### config.mk
export PLATFORM = sky130hd
export DESIGN_NAME = lcu_adder16
export DESIGN_NICKNAME = d
export VERILOG_FILES = /design/src/rtl/lcu_adder16_pkg.sv /design/src/rtl/lcu4.sv /design/src/rtl/lcu_adder16.sv
export SDC_FILE = /design/constraint.sdc
export NUM_CORES = 1
export LEC_CHECK = 0
export ABC_AREA = 1
export CORE_MARGIN = 2
export CORE_UTILIZATION = 43
export DETAILED_ROUTE_END_ITERATION = 16
export GPL_TIMING_DRIVEN = 0
export PLACE_DENSITY = 0.88
export SETUP_SLACK_MARGIN = 0.02
export SKIP_CTS_REPAIR_TIMING = 1
export SLEW_MARGIN = 20
export SYNTH_ARGS = -nofsm -noshare
export SYNTH_HDL_FRONTEND = slang
export SYNTH_SLANG_ARGS = --single-unit
### constraint.sdc
create_clock -name clk -period 0.8 [get_ports clk]
set_clock_uncertainty 0.2 [all_clocks]
set_input_delay 0.08 -clock clk [delete_from_list [all_inputs] [get_ports clk]]
set_output_delay 0.08 -clock clk [all_outputs]
set_load 0.1 [all_outputs]
### src/rtl/lcu_adder16_pkg.sv
// Shared constants for the 16-bit two-level carry-lookahead adder.
//   ADD_W : datapath width
//   GRP_W : width of one lookahead group (bits per lcu4 unit)
package lcu_adder16_pkg;

  localparam int unsigned ADD_W = 16;
  localparam int unsigned GRP_W = 4;
  localparam int unsigned N_GRP = ADD_W / GRP_W;

endpackage : lcu_adder16_pkg

### src/rtl/lcu4.sv
// 4-bit carry-lookahead unit. The same unit serves two levels: over per-bit
// propagate/generate, or over the group P/G of four lower-level units.
// Ports:
//   p[3:0], g[3:0] : propagate / generate inputs
//   ci             : carry into position 0
//   c[3:1]         : carries into positions 1..3, fully expanded
//   gp, gg         : group propagate / group generate (independent of ci)
module lcu4
  import lcu_adder16_pkg::*;
(
  input  logic [GRP_W-1:0] p,
  input  logic [GRP_W-1:0] g,
  input  logic             ci,
  output logic [GRP_W-1:1] c,
  output logic             gp,
  output logic             gg
);

  always_comb begin
    c[1] = g[0] | (p[0] & ci);
    c[2] = g[1] | (p[1] & g[0]) | (p[1] & p[0] & ci);
    c[3] = g[2] | (p[2] & g[1]) | (p[2] & p[1] & g[0]) | (p[2] & p[1] & p[0] & ci);
    gp   = &p;
    gg   = g[3] | (p[3] & g[2]) | (p[3] & p[2] & g[1]) | (p[3] & p[2] & p[1] & g[0]);
  end

endmodule : lcu4

### src/rtl/lcu_adder16.sv
// 16-bit adder built from two levels of 4-bit carry lookahead, with all
// outputs registered (one-cycle latency, one operand set per cycle).
// Ports:
//   clk   : rising-edge clock for the output registers
//   rst_n : asynchronous active-low reset, clears all outputs
//   a, b  : 16-bit unsigned addends
//   cin   : carry into bit 0
//   sum   : registered (a + b + cin) mod 2^16
//   cout  : registered carry out of bit 15
//   pg    : registered group propagate over all 16 bits
//   gg    : registered group generate over all 16 bits
module lcu_adder16
  import lcu_adder16_pkg::*;
(
  input  logic             clk,
  input  logic             rst_n,
  input  logic [ADD_W-1:0] a,
  input  logic [ADD_W-1:0] b,
  input  logic             cin,
  output logic [ADD_W-1:0] sum,
  output logic             cout,
  output logic             pg,
  output logic             gg
);

  logic [ADD_W-1:0] p;
  logic [ADD_W-1:0] g;
  logic [ADD_W:0]   c;
  logic [N_GRP-1:0] grp_p;
  logic [N_GRP-1:0] grp_g;
  logic [N_GRP-1:1] grp_c;
  logic             blk_p;
  logic             blk_g;

  logic [ADD_W-1:0] sum_d, sum_q;
  logic             cout_d, cout_q;
  logic             pg_q, gg_q;

  assign p = a ^ b;
  assign g = a & b;

  // First level: one unit per 4-bit slice, fed by the second-level carries.
  for (genvar k = 0; k < N_GRP; k++) begin : g_grp
    lcu4 u_lcu4 (
      .p  (p[k*GRP_W +: GRP_W]),
      .g  (g[k*GRP_W +: GRP_W]),
      .ci (c[k*GRP_W]),
      .c  (c[k*GRP_W+1 +: GRP_W-1]),
      .gp (grp_p[k]),
      .gg (grp_g[k])
    );
  end

  // Second level: carries into each slice, computed directly from cin.
  lcu4 u_lcu4_top (
    .p  (grp_p),
    .g  (grp_g),
    .ci (cin),
    .c  (grp_c),
    .gp (blk_p),
    .gg (blk_g)
  );

  assign c[0]         = cin;
  assign c[GRP_W]     = grp_c[1];
  assign c[2*GRP_W]   = grp_c[2];
  assign c[3*GRP_W]   = grp_c[3];
  assign c[ADD_W]     = blk_g | (blk_p & cin);

  assign sum_d  = p ^ c[ADD_W-1:0];
  assign cout_d = c[ADD_W];

  always_ff @(posedge clk or negedge rst_n) begin
    if (!rst_n) begin
      sum_q  <= '0;
      cout_q <= 1'b0;
      pg_q   <= 1'b0;
      gg_q   <= 1'b0;
    end else begin
      sum_q  <= sum_d;
      cout_q <= cout_d;
      pg_q   <= blk_p;
      gg_q   <= blk_g;
    end
  end

  assign sum  = sum_q;
  assign cout = cout_q;
  assign pg   = pg_q;
  assign gg   = gg_q;

endmodule : lcu_adder16

# Yosys cells after proc, flatten, opt, wreduce, memory -nomap -nowiden
# Cells that the tools add are included.
# op_classes
reduce_logical	5
bitwise_logic	120
# op_table
operator	n
AND 1 bit	71
bitwise OR 1 bit	46
XOR 16 bit	2
AND 16 bit	1
AND reduction 16 bit	1
AND reduction 4 bit	4
# word_totals
output_inout_bits	19
regBits	19

# Depth between registers and ports, before layout
# logic_depth
depth_word	12
ltp_mapped	11
ltp_nobuf	11

# By module
# A second synthesis with hierarchy kept.
# unflattened
hier_cells	218
hier_area_um2	1412.6
# modules_own_cells
mod	seq_area_each_um2	cells_per_inst	area_per_inst_um2	n_inst
lcu_adder16	475.5	118	987.2	1
lcu4	0.0	20	85.1	5

# Worst setup path before layout
# OpenSTA, ideal clock, no wires.
# synth_path
path_kind	input to register
from	in a[6]
to	reg sum_q[13], in the netlist sum[13]
setup_slack_ns	-0.963
setup_ns	0.124
t_arrival_ns	1.438
path_buffers	0
cell_stages	9
t_required_ns	0.476
path_cell_list	ha_1 > nand2_2 > inv_2 > nand2_1 > nand2_1 > a21oi_2 > nand2_4 > fa_1 > xor2_1
# synth_between
elab_chain_cells	12
elab_cells_between_ends	22
cone_classes	bitwise: 21; reduce/logical: 1
# synth_lines
item	line_no	text
start: declaration	lcu_adder16.sv:17	input logic [ADD_W-1:0] a,
AND 16 bit / XOR 16 bit (equally long branches)	lcu_adder16.sv:40, lcu_adder16.sv:39	
AND 1 bit	lcu4.sv:24	gg = g[3] | (p[3] & g[2]) | (p[3] & p[2] & g[1]) | (p[3] & p[2] & p[1] & g[0]);
bitwise OR 1 bit / AND 1 bit (equally long branches) (2 in series)	lcu4.sv:24	
bitwise OR 1 bit	lcu4.sv:24	
AND 1 bit	lcu4.sv:22	c[3] = g[2] | (p[2] & g[1]) | (p[2] & p[1] & g[0]) | (p[2] & p[1] & p[0] & ci);
bitwise OR 1 bit (2 in series)	lcu4.sv:22	
bitwise OR 1 bit (*)	lcu4.sv:22	
AND 1 bit (*)	lcu4.sv:20	c[1] = g[0] | (p[0] & ci);
bitwise OR 1 bit (*)	lcu4.sv:20	
XOR 16 bit (*)	lcu_adder16.sv:70	assign sum_d = p ^ c[ADD_W-1:0];
named net sum_d[13]	lcu_adder16.sv:35	logic [ADD_W-1:0] sum_d, sum_q;
end signal: assignment	lcu_adder16.sv:80	sum_q <= sum_d;
end: declaration	lcu_adder16.sv:35	
# The timed path passes the listed nets; every way through them passes the cells marked *.

# Final worst setup path
# layout_path
from	in b[5]
to	reg sum_q[13], in the netlist sum[13]
# layout_between
elab_chain_cells	11
elab_cells_between_ends	19
cone_classes	bitwise: 18; reduce/logical: 1
# layout_lines
item	line_no	text
start: declaration	lcu_adder16.sv:18	input logic [ADD_W-1:0] b,
AND 16 bit / XOR 16 bit (equally long branches)	lcu_adder16.sv:40, lcu_adder16.sv:39	
AND 1 bit	lcu4.sv:24	
bitwise OR 1 bit / AND 1 bit (equally long branches)	lcu4.sv:24	
bitwise OR 1 bit	lcu4.sv:24	
AND 1 bit	lcu4.sv:22	
bitwise OR 1 bit (2 in series)	lcu4.sv:22	
bitwise OR 1 bit (*)	lcu4.sv:22	
AND 1 bit (*)	lcu4.sv:20	
bitwise OR 1 bit (*)	lcu4.sv:20	
XOR 16 bit (*)	lcu_adder16.sv:70	
named net sum_d[13]	lcu_adder16.sv:35	
# Marked as above.

==> results.md <==
* Net count of the finished layout at 287
* Final hold slack at -501.2 ps
* Net Count, Synth at 208
* Cell class contributing the biggest share of worst-path delay: adder cells
* Setup repair after global routing missed its margin: yes
* Count of fill cells added during filler insertion at 94
* CP Cell Sequence: buf_6, ha_4, nand2_2, nand2_2, nand2_2, nand2_2, a21oi_4, nand2_4, fa_2, xor2_1
* Leading register cell type out of synthesis: dfrtp_1
* Count of endpoints failing hold in the final timing report at 29
* Reported max-cap violation count at 0
* Number of placed I/O pins at 54
* Relative max-transition margin at 66.25%
* Num CTS Buffers at 3
* CP arrival at 1560 ps
* Setup slack of the critical path after layout at -743.3 ps
* Combined global-route utilization of all metal layers at 20.56%
* Number of diodes added for antenna fixing at 0
* Worst Path Max Fanout at 5
* Area fraction in and, or, nand and nor cells after synthesis at 26.19%
* Die Footprint at 3585 µm²
* Post-synthesis compound-gate area fraction at 5.965%
* Area share of fa/ha/maj cells after synthesis at 20.88%
* Detailed-router iteration count before antenna repair at 4
* Total number of H-tree levels at 1
* Mux share of post-synthesis cell area at 0%
* Die width at 59.88 µm
* Final-report setup violation count at 36
* Count of distinct cell types in the synthesized netlist at 24
* Cell depth of the worst setup path at 10
* Non-filler cells, final at 264
* Via density at 5.655
* Dominant combinational cell family by area after synthesis: simple AND/OR/NAND/NOR gates
* Worst Setup End Kind: register
* Post-DP HPWL at 2951 µm
* Number of nets with antenna violations after routing at 0
* Placement row count at 20
* Most frequent cell on the critical path: nand2_2
* Proportion of layout cells with a drive suffix above 1 at 74.03%
* Sequential cell area at 546.8 µm²
* Power consumption at 5541 µW
* Fmax at 648.0 MHz
* Clock root cell: clkbuf_4
* CTS sink cnt at 19
* Slew of the pin with the lowest slew margin at 506.2 ps
* Yosys warning count at 0
* Area growth, synth to finish at 106.5%
* Wire length of the first global-routing pass at 5368 µm
* Number of antenna violations at the first check in global routing at 0
* Crit path to: sum[13]
* Proportion of register bits with asynchronous set or reset after synthesis at 100.0%
* Leakage power total at 0.001308 µW
* Startpoint of the most critical setup path: b[5]
* Final core area utilization at 92.33%
* Xor/xnor share of the synthesized area at 4.567%
* Vias in the first global route at 1312
* FF+latch count, synth at 19
* Height of the die at 59.88 µm
* Average routed wire per standard cell at 21.70 µm
* Peak ir drop on the vdd network at 1504 µV
* Crit path required time at 820 ps
* Total gr overflow at 0
* Netlist Area Pre-Place at 1343 µm²
* Initial cell density of the core at 44.71%
* Max incr delay on CP at 360 ps
* Tmin final at 1543 ps
* Power per standard cell area at 1998 nW/µm²
* Maximum buffer depth of the clock tree at 2
* CTS tree: built
* Instance count of the mapped netlist at 153
* Share of synthesized area occupied by flip-flops and latches at 35.41%
* Worst min-delay path category: input pin to async pin
* Final slew viol count at 0
* Critical Path Source Type: input pin
* Port Buffers at 53
* Most used cells in the layout excluding fill and tap cells: nand2_1, buf_6, dfrtp_4, buf_12, nand2_2
* Number of instances in the placed design at 239
* Placer Congestion at 0.9056
* Number of remaining DRC errors at 0
* Standard cell core area at 3003 µm²
* Pin count of the biggest net entering global routing at 20
* Violations in the final reports: hold timing, setup timing
* Number of buffer and inverter stages on the critical path at 1
* Number of enable flip-flop cells after synthesis at 0
* Area of the multi-input gates at 1184 µm²
* Average instance area after synthesis at 8.775 µm²
* Period utilisation layout at 192.9%
* Setup CP Type: input pin to register
* Critical-path top delay cell: fa_2
* Clock-pin slew on the worst setup and hold paths at 130 ps
* Initial drt markers at 95
* Result of the run: finished with violations
* Routed Wire Length at 5728 µm
* Setup tns final at -17810 ps
* Vias at 1493
-- registers in the layout, summed over array words and instances, names as in the netlist --
name  count
cout      1
gg        1
pg        1
sum      16
-- cells by family (layout without fill, tap and decap cells) --
logic type	after synthesis	in the layout
AND/OR/NAND/NOR	70	70
buffers and inverters	25	103
adder cells (fa/ha/maj)	20	20
flip-flops	19	19
AO/OA/AOI/OAI	12	12
XOR/XNOR	7	7
-- worst min path at each step --
stage	endpoint	start	slack, ps	depth (start not counted)
4_1_cts	sum[1]	rst_n	80	1
6_report	sum[0]	rst_n	-500	1
2_1_floorplan	cout	rst_n	-420	0
5_1_grt	sum[12]	rst_n	-470	1
3_5_place_dp	sum[1]	rst_n	420	1
3_3_place_gp	sum[0]	rst_n	410	1
-- per-stage QoR --
stage          cell area [µm²]  setup slack (ps)
6_report                  2773            -743.3
5_1_grt                   2773            -781.5
4_1_cts                   2270             -1357
3_5_place_dp              2240             -1554
3_3_place_gp              2240             -1494
2_1_floorplan             1668            -809.0
-- cell type report --
type / count / share of cell area [%]
repair buffers: 74 / 31.27
clock inverters: 1 / 0.2708
well taps: 33 / 1.489
multi-input cells: 109 / 42.69
inverters: 25 / 3.746
flip-flops and latches: 19 / 19.72
clock buffers: 3 / 0.8123
-- Yosys cell counts (2+ instances only) --
master / n / area [µm²]
xnor2_1: 2 / 17.52
o21bai_1: 2 / 15.01
ha_1: 16 / 200.2
xor2_1: 5 / 43.79
dfrtp_1: 19 / 475.5
nand2_2: 8 / 50.05
nand3_1: 9 / 45.04
nand2_1: 42 / 157.7
a21oi_1: 6 / 30.03
nor2_1: 2 / 7.510
nand2_4: 2 / 22.52
a221oi_1: 2 / 17.52
inv_2: 2 / 7.510
fa_1: 4 / 80.08
inv_1: 23 / 86.33
-- layer usage --
| metal | part of all wire [%] | GRT usage (%) |
|---|---|---|
| met1 | 34 | 19.07 |
| met4 | 6.3 | 7.937 |
| met5 | 0 | 0 |
| met3 | 5.1 | 2.814 |
| met2 | 55 | 43.17 |
-- report_power, final --
group / leakage (µW) / switching (µW) / internal [µW] / total, µW
sequential: 0.000207 / 161 / 1240 / 1410
combinational: 0.00109 / 2170 / 1410 / 3580
clock: 0.0000139 / 364 / 191 / 555
Note: power is estimated with default switching activity, not from simulation.
